--- config.mk ---
export PLATFORM = sky130hd
export DESIGN_NAME = fifo_stream_reader_flat
export DESIGN_NICKNAME = d
export VERILOG_FILES = /design/src/rtl/fifo_stream_reader_if.sv /design/src/rtl/fifo_stream_reader.sv /design/src/flat_wrapper.sv
export SDC_FILE = /design/constraint.sdc
export NUM_CORES = 1
export LEC_CHECK = 0
export BUFFER_PORTS_ARGS = -buffer_cell sky130_fd_sc_hd__buf_4
export CORE_MARGIN = 2
export CORE_UTILIZATION = 42
export CTS_BUF_LIST = sky130_fd_sc_hd__clkbuf_8 sky130_fd_sc_hd__clkbuf_16
export DETAILED_ROUTE_END_ITERATION = 10
export REMOVE_ABC_BUFFERS = 1
export SLEW_MARGIN = 20
export SYNTH_ARGS = -nofsm -noshare
export SYNTH_HDL_FRONTEND = slang
export SYNTH_SLANG_ARGS = --single-unit
--- constraint.sdc ---
create_clock -name clk -period 2.51 [get_ports clk]
set_input_delay 0.1255 -clock clk [delete_from_list [all_inputs] [get_ports clk]]
set_output_delay 0.1255 -clock clk [all_outputs]
set_load 0.02 [all_outputs]
--- src/rtl/fifo_stream_reader_if.sv ---
// Handshake bundle between the FIFO read port, the stream reader and the downstream consumer.
interface fifo_stream_reader_if #(
  parameter int unsigned WIDTH         = 8,
  parameter int unsigned POINTER_WIDTH = 5
);
  logic                     fifo_empty;
  logic [POINTER_WIDTH:0]   fifo_count;
  logic [WIDTH-1:0]         fifo_rdata;
  logic                     fifo_read_en;
  logic                     m_valid;
  logic [WIDTH-1:0]         m_data;
  logic                     m_ready;

  modport master (
    input  fifo_empty, fifo_count, fifo_rdata, m_ready,
    output fifo_read_en, m_valid, m_data
  );

  modport slave (
    output fifo_empty, fifo_count, fifo_rdata, m_ready,
    input  fifo_read_en, m_valid, m_data
  );
endinterface

--- src/rtl/fifo_stream_reader.sv ---
// Pops a synchronous FIFO (1-cycle read latency) into a 3-entry skid queue and
// re-presents the words on a valid/ready stream at one word per cycle.
module fifo_stream_reader #(
  parameter int unsigned DEPTH         = 32,
  parameter int unsigned WIDTH         = 8,
  parameter int unsigned POINTER_WIDTH = $clog2(DEPTH)
) (
  input  logic                 clk,
  input  logic                 reset,
  input  logic                 enable,
  fifo_stream_reader_if.master bus,
  output logic                 busy,
  output logic [15:0]          words_out
);

  localparam int unsigned NENT     = 3;
  localparam logic [1:0]  PTR_LAST = 2'd2;

  logic [1:0]       r_occ;
  logic             r_inflight;
  logic [1:0]       r_rd_ptr;
  logic [1:0]       r_wr_ptr;
  logic [WIDTH-1:0] r_buf [NENT];
  logic             r_m_valid;
  logic [WIDTH-1:0] r_m_data;
  logic             r_busy;
  logic [15:0]      r_words_out;

  logic             w_read_en;
  logic             w_push;
  logic             w_pop;
  logic [1:0]       w_occ_nxt;
  logic [1:0]       w_rd_nxt;
  logic [1:0]       w_wr_nxt;
  logic [2:0]       w_credit_used;
  logic             w_unused;

  // fifo_count is for monitoring only
  assign w_unused = ^bus.fifo_count;

  // Credits cover both stored words and the word still on its way out of the FIFO
  assign w_credit_used = 3'({1'b0, r_occ}) + 3'({2'b00, r_inflight});
  assign w_read_en     = !reset && !bus.fifo_empty && enable && (w_credit_used < 3'(NENT));
  assign w_push        = r_inflight;
  assign w_pop         = (r_occ != 2'd0) && bus.m_ready;

  always_comb begin
    w_occ_nxt = r_occ;
    w_rd_nxt  = r_rd_ptr;
    w_wr_nxt  = r_wr_ptr;
    if (w_push && !w_pop) begin
      w_occ_nxt = r_occ + 2'd1;
    end else if (!w_push && w_pop) begin
      w_occ_nxt = r_occ - 2'd1;
    end
    if (w_pop) begin
      w_rd_nxt = (r_rd_ptr == PTR_LAST) ? 2'd0 : r_rd_ptr + 2'd1;
    end
    if (w_push) begin
      w_wr_nxt = (r_wr_ptr == PTR_LAST) ? 2'd0 : r_wr_ptr + 2'd1;
    end
  end

  always_ff @(posedge clk or posedge reset) begin
    if (reset) begin
      r_occ       <= 2'd0;
      r_inflight  <= 1'b0;
      r_rd_ptr    <= 2'd0;
      r_wr_ptr    <= 2'd0;
      r_m_valid   <= 1'b0;
      r_m_data    <= '0;
      r_busy      <= 1'b0;
      r_words_out <= 16'd0;
      for (int i = 0; i < NENT; i++) begin
        r_buf[i] <= '0;
      end
    end else begin
      r_occ      <= w_occ_nxt;
      r_inflight <= w_read_en;
      r_rd_ptr   <= w_rd_nxt;
      r_wr_ptr   <= w_wr_nxt;
      if (w_push) begin
        r_buf[r_wr_ptr] <= bus.fifo_rdata;
      end
      // Next head is the word being captured only when the queue is otherwise empty
      if (w_push && (r_wr_ptr == w_rd_nxt)) begin
        r_m_data <= bus.fifo_rdata;
      end else begin
        r_m_data <= r_buf[w_rd_nxt];
      end
      r_m_valid <= (w_occ_nxt != 2'd0);
      r_busy    <= (w_occ_nxt != 2'd0) || w_read_en;
      if (w_pop) begin
        r_words_out <= r_words_out + 16'd1;
      end
    end
  end

  assign bus.fifo_read_en = w_read_en;
  assign bus.m_valid      = r_m_valid;
  assign bus.m_data       = r_m_data;
  assign busy             = r_busy;
  assign words_out        = r_words_out;

endmodule

--- src/flat_wrapper.sv ---
// flat-port wrapper written by rule: the top's interface ports become plain ports
module fifo_stream_reader_flat 
#(
  parameter int unsigned DEPTH         = 32,
  parameter int unsigned WIDTH         = 8,
  parameter int unsigned POINTER_WIDTH = $clog2(DEPTH)
)
  (clk, reset, enable, busy, words_out, bus_fifo_empty, bus_fifo_count, bus_fifo_rdata, bus_m_ready, bus_fifo_read_en, bus_m_valid, bus_m_data);
  fifo_stream_reader_if #(.WIDTH(WIDTH), .POINTER_WIDTH(POINTER_WIDTH)) bus_i ();
  input  logic clk;
  input  logic reset;
  input  logic enable;
  output logic busy;
  output logic [15:0] words_out;
  input wire logic [$bits(bus_i.fifo_empty)-1:0] bus_fifo_empty;
  input wire logic [$bits(bus_i.fifo_count)-1:0] bus_fifo_count;
  input wire logic [$bits(bus_i.fifo_rdata)-1:0] bus_fifo_rdata;
  input wire logic [$bits(bus_i.m_ready)-1:0] bus_m_ready;
  output wire logic [$bits(bus_i.fifo_read_en)-1:0] bus_fifo_read_en;
  output wire logic [$bits(bus_i.m_valid)-1:0] bus_m_valid;
  output wire logic [$bits(bus_i.m_data)-1:0] bus_m_data;
  assign bus_i.fifo_empty = bus_fifo_empty;
  assign bus_i.fifo_count = bus_fifo_count;
  assign bus_i.fifo_rdata = bus_fifo_rdata;
  assign bus_i.m_ready = bus_m_ready;
  assign bus_fifo_read_en = bus_i.fifo_read_en;
  assign bus_m_valid = bus_i.m_valid;
  assign bus_m_data = bus_i.m_data;
  fifo_stream_reader #(.DEPTH(DEPTH), .WIDTH(WIDTH), .POINTER_WIDTH(POINTER_WIDTH)) u_core (.clk(clk), .reset(reset), .enable(enable), .bus(bus_i), .busy(busy), .words_out(words_out));
endmodule
Yosys cells after proc, flatten, opt, wreduce, memory -nomap -nowiden
Cells that the tools add are included.

cells by class
  reduce and logical (&&, ||, !) cells = 15
  bitwise operators = 2
  equality and inequality tests = 3
  multiplexer cells = 12
  add/subtract/negate cells = 6
  magnitude comparators = 4

operators with widths
  kind                                                                   count
  8-bit two-way mux                                                      4
  24-bit bitwise mux                                                     1
  16-bit by 1-bit adder with 16-bit output (second input constant)       1
  8-bit binary-select mux with 2-bit select                              1
  8-bit demux with 2-bit select                                          1
  2-bit two-way mux                                                      5
  1-bit logical AND                                                      8
  2-bit by 1-bit adder with 2-bit output (second input constant)         3
  3-bit greater-or-equal comparator (second input constant)              2
  2-bit NOT with 3-bit output                                            2
  2-bit == test (second input constant)                                  2
  1-bit zero test                                                        4
  2-bit nonzero test                                                     2
  2-bit by 1-bit adder with 3-bit output                                 1
  3-bit by 1-bit < comparator with 1-bit output (second input constant)  1
  3-bit by 2-bit < comparator with 1-bit output (second input constant)  1
  2-bit == test                                                          1
  2-bit by 1-bit subtractor with 2-bit output (second input constant)    1
  1-bit logical OR                                                       1

word-level totals
  word-level logic and storage cells = 53
  flip-flop bits (word level) = 57

Longest topological paths before layout
  depth after elaboration = 8
  depth in mapped cells = 8

Least setup slack after synthesis
OpenSTA, ideal clock, no wires.

  kind = in2reg
  from = in reset
  to = reg u_core.r_busy, in the netlist u_core.busy
  data arrival time = 2097 ps
  cell stages on the path = 4
  library setup time = 66 ps
  slack = 346 ps
  cell sequence = inv_1 > nand3_1 > a21oi_1 > or2_1

between the ends
  longest elaborated chain between the ends = 5

ends and longest elaborated chain
  element                         line                      source
  start: declaration              flat_wrapper.sv:11        input logic reset;
  1-bit zero test                 fifo_stream_reader.sv:43  assign w_read_en = !reset && !bus.fifo_empty && enable && (w_credit_used < 3'(NENT));
  1-bit logical AND (3 in a row)  fifo_stream_reader.sv:43
  named net bus_fifo_read_en      flat_wrapper.sv:19        output wire logic [$bits(bus_i.fifo_read_en)-1:0] bus_fifo_read_en;
  1-bit logical OR                fifo_stream_reader.sv:92  r_busy <= (w_occ_nxt != 2'd0) || w_read_en;
  end signal: assignment          fifo_stream_reader.sv:92
  end: declaration                fifo_stream_reader.sv:26  logic r_busy;

The timed path passes the listed nets, and every way through them passes these cells.
A chain may end at the register's enable or synchronous reset.

Worst setup path after layout
  from = reg u_core.r_occ[0]
  to = reg u_core.r_words_out[15], in the netlist u_core.words_out[15]

between the ends
  longest elaborated chain between the ends = 2

ends and longest elaborated chain
  element                   line                      source
  start: declaration        fifo_stream_reader.sv:19  logic [1:0] r_occ;
  start signal: assignment  fifo_stream_reader.sv:78  r_occ <= w_occ_nxt;
  2-bit nonzero test        fifo_stream_reader.sv:45  assign w_pop = (r_occ != 2'd0) && bus.m_ready;
  1-bit logical AND         fifo_stream_reader.sv:45
  end signal: assignment    fifo_stream_reader.sv:94  r_words_out <= r_words_out + 16'd1;
  end: declaration          fifo_stream_reader.sv:27  logic [15:0] r_words_out;

Every way passes these cells.

==> impl_metrics.tcl <==
set metrics [dict create \
    io_pins 46 \
    synth_edf_count 0 \
    cts_max_level 3 \
    vias 1685 \
    yosysUniqueCellTypes 32 \
    timing.fmax_ghz 0.479 \
    start_kind "flip-flop" \
    period_minus_slack_ns 2.09 \
    postCtsHoldBufs 0 \
    path_clk_slew_ns 0.06 \
    fin_total_pwr_mw 3.58 \
    fill_cells 520 \
    port_buffers 39 \
    final_antenna_net_count 0 \
    status "complete, no violations" \
    crit_arrival_ns 2.28 \
    seq_area_mm2 0.00143 \
    die_height_um 80.6 \
    dp_hpwl_um 3170 \
    start_util_pct 44.2 \
    hold_path_class "primary input to flip-flop" \
    antenna_found_initial 0 \
    ys_top_cells_by_count "dfrtp_1 (57), nand2_1 (28), o21ai_0 (17), inv_1 (16), xnor2_1 (13)" \
    die-area_mm2 0.00649 \
    yosys_warnings 0 \
    synth_area_per_cell_um2 11.7 \
    drc 0 \
    peakVddDrop_mv 0.494 \
    cts_tree "yes" \
    first_pass_iters 4 \
    cts_resized 0 \
    drt_iter0_drc 112 \
    post_cts_buffers 0 \
    clock_sinks 57 \
    p_per_area_mw_per_mm2 1180 \
    syn2layout_area_growth_pct 23.3 \
    synth_seq_cells 57 \
    placedCellCount 324 \
    yosysTopAreaCellShare_pct 57.9 \
    synthFlopType "dfrtp_1" \
    place.gp.congestion 0.741 \
    drv_cap 0 \
    setup_viol 0 \
    route.detailed.wl_per_inst_um 14.1 \
    setup_ws_ns 0.424 \
    drive_above_1_share_pct 27.8 \
    ctsRootBufferMaster "clkbuf_8" \
    die_w_um 80.6 \
    cts_buffer_depth 2 \
    drv_slew 0 \
    syn_area_mm2 0.00246 \
    grt_max_degree 58 \
    critical_path_peak_fanout 8 \
    hold_violations 0 \
    clock_latency_ns 0.32 \
    grt_pass1_wl_um 7890 \
    min_period_over_period_pct 83.1 \
    async_flop_share_pct 100 \
    routed_via_density 4.99 \
    num_rows 27 \
    drt-total-wl_um 4770 \
    final_nets 286 \
    fin_worst_skew_ns 0.00301 \
    pre_cts_slack_ns 0.410 \
    fin_cells 338 \
    synth_area_leaders "dfrtp_1 (58%), xnor2_1 (4.6%), nand2_1 (4.3%)" \
    numCtsBuffers 9 \
    rsz0062_at_grt "false" \
    tns_ns 0 \
    yosysMostFrequentCell "dfrtp_1" \
    critical_path_class "flip-flop to flip-flop" \
    grt_pass1_vias 1633 \
    antenna_cells 0 \
    slew_headroom_pct 52.5 \
    post-synth-top-area-cell "dfrtp_1" \
    core_mm2 0.00557 \
    global_route.usage.total_pct 16.5 \
    required_ns 2.71 \
    grt_overflow 0 \
    multi_input_area_um2 952 \
    endpoint_kind "flip-flop" \
    power.leakage_nw 1.49 \
    tightest_slew_ns 0.712 \
    syn_inst 211 \
    synth-seq-area-share_pct 57.9 \
]
==> path summary, 6_finish.rpt <==
kind | to | slack, ns | start | depth (start not counted)
setup / recovery | u_core.words_out[15] | 0.42 | u_core.r_occ[0] | 8
hold / removal | u_core.r_buf[17] | 0.05 | bus_fifo_rdata[1] | 2
setup reg to reg | u_core.words_out[15] | 0.42 | u_core.r_occ[0] | 8
hold reg to reg | u_core.r_buf[10] | 0.49 | u_core.r_buf[10] | 2
max in group asynchronous | u_core.r_wr_ptr[1] | 1.95 | reset | 3
min in group asynchronous | u_core.bus.m_data[0] | 0.10 | reset | 3
==> logic make-up (layout without fill, tap and decap cells) <==
family | Yosys count | in the layout | synth area share (%)
AND/OR/NAND/NOR | 61 | 61 | 12.7
flip-flops | 57 | 57 | 57.9
AO/OA/AOI/OAI | 29 | 29 | 7.67
buffers and inverters | 21 | 76 | 3.40
multiplexers | 20 | 20 | 9.50
XOR/XNOR | 19 | 19 | 6.76
adder cells (fa/ha/maj) | 4 | 4 | 2.03
==> sequential cells by signal (all words and copies together) (netlist names) <==
register	flops
u_core.r_inflight	1
u_core.bus.m_data	8
u_core.r_buf	24
u_core.r_wr_ptr	2
u_core.r_occ	2
u_core.words_out	16
u_core.busy	1
u_core.r_rd_ptr	2
u_core.bus.m_valid	1
==> placed cells by master, fill, tap and decap left out, drive strengths merged <==
master | Yosys | layout
a21o | 1 | 1
a21oi | 1 | 1
a222oi | 8 | 8
and3 | 2 | 2
and3b | 1 | 1
buf | 2 | 46
clkbuf | 3 | 11
dfrtp | 57 | 57
ha | 4 | 4
inv | 16 | 19
mux2 | 11 | 11
mux2i | 8 | 8
mux4 | 1 | 1
nand2 | 28 | 28
nand2b | 2 | 2
nand3 | 11 | 11
nand4 | 3 | 3
nor2 | 5 | 5
nor2b | 1 | 1
nor3 | 4 | 4
o21ai | 18 | 18
o22ai | 1 | 1
or2 | 1 | 1
or2b | 1 | 1
or3 | 2 | 2
xnor2 | 13 | 13
xor2 | 6 | 6
==> per-stage QoR <==
step | hold WS, ns | utilization, % | cell area (um2)
after CTS | 0.0314 | 54.5 | 3040
after global routing | 0.0379 | 54.5 | 3040
after detailed placement | 0.373 | 51.6 | 2870
after global placement | 0.370 | 51.6 | 2870
after floorplan | 0.277 | - | 2440
final | 0.0473 | 54.5 | 3040
==> worst max-delay path, cell delays in order, from the launching register on <==
cell	delay (ns)
dfrtp_1	0.39
inv_1	0.10
ha_1	0.24
nor2b_4	0.21
buf_4	0.19
nand3_1	0.14
nor3_1	0.39
nand3_1	0.16
xnor2_1	0.16
==> power breakdown <==
part / total [mW] / switching (mW) / leakage [nW] / internal [mW]
sequential: 1.54 / 0.241 / 0.694 / 1.29
combinational: 1.33 / 0.689 / 0.698 / 0.641
clock: 0.709 / 0.319 / 0.0951 / 0.390
total: 3.58 / 1.25 / 1.49 / 2.33
==> per-layer routing <==
metal / global-route usage, % / vias up / wire, um
met5: 0 / - / 0
met4: 8.14 / 0 / 62
met3: 3.37 / 7 / 206
met2: 24.0 / 41 / 2090
met1: 23.4 / 806 / 2420
li1: - / 831 / -
==> area by class of cell <==
class	instances	area share [%]
clock buffers	11	4.99
well taps	72	2.97
repair buffers	46	11.4
multi-input cells	133	31.4
clock inverters	3	0.371
inverters	16	1.98
flip-flops and latches	57	47.0
Power figures use the tool's default switching activity.
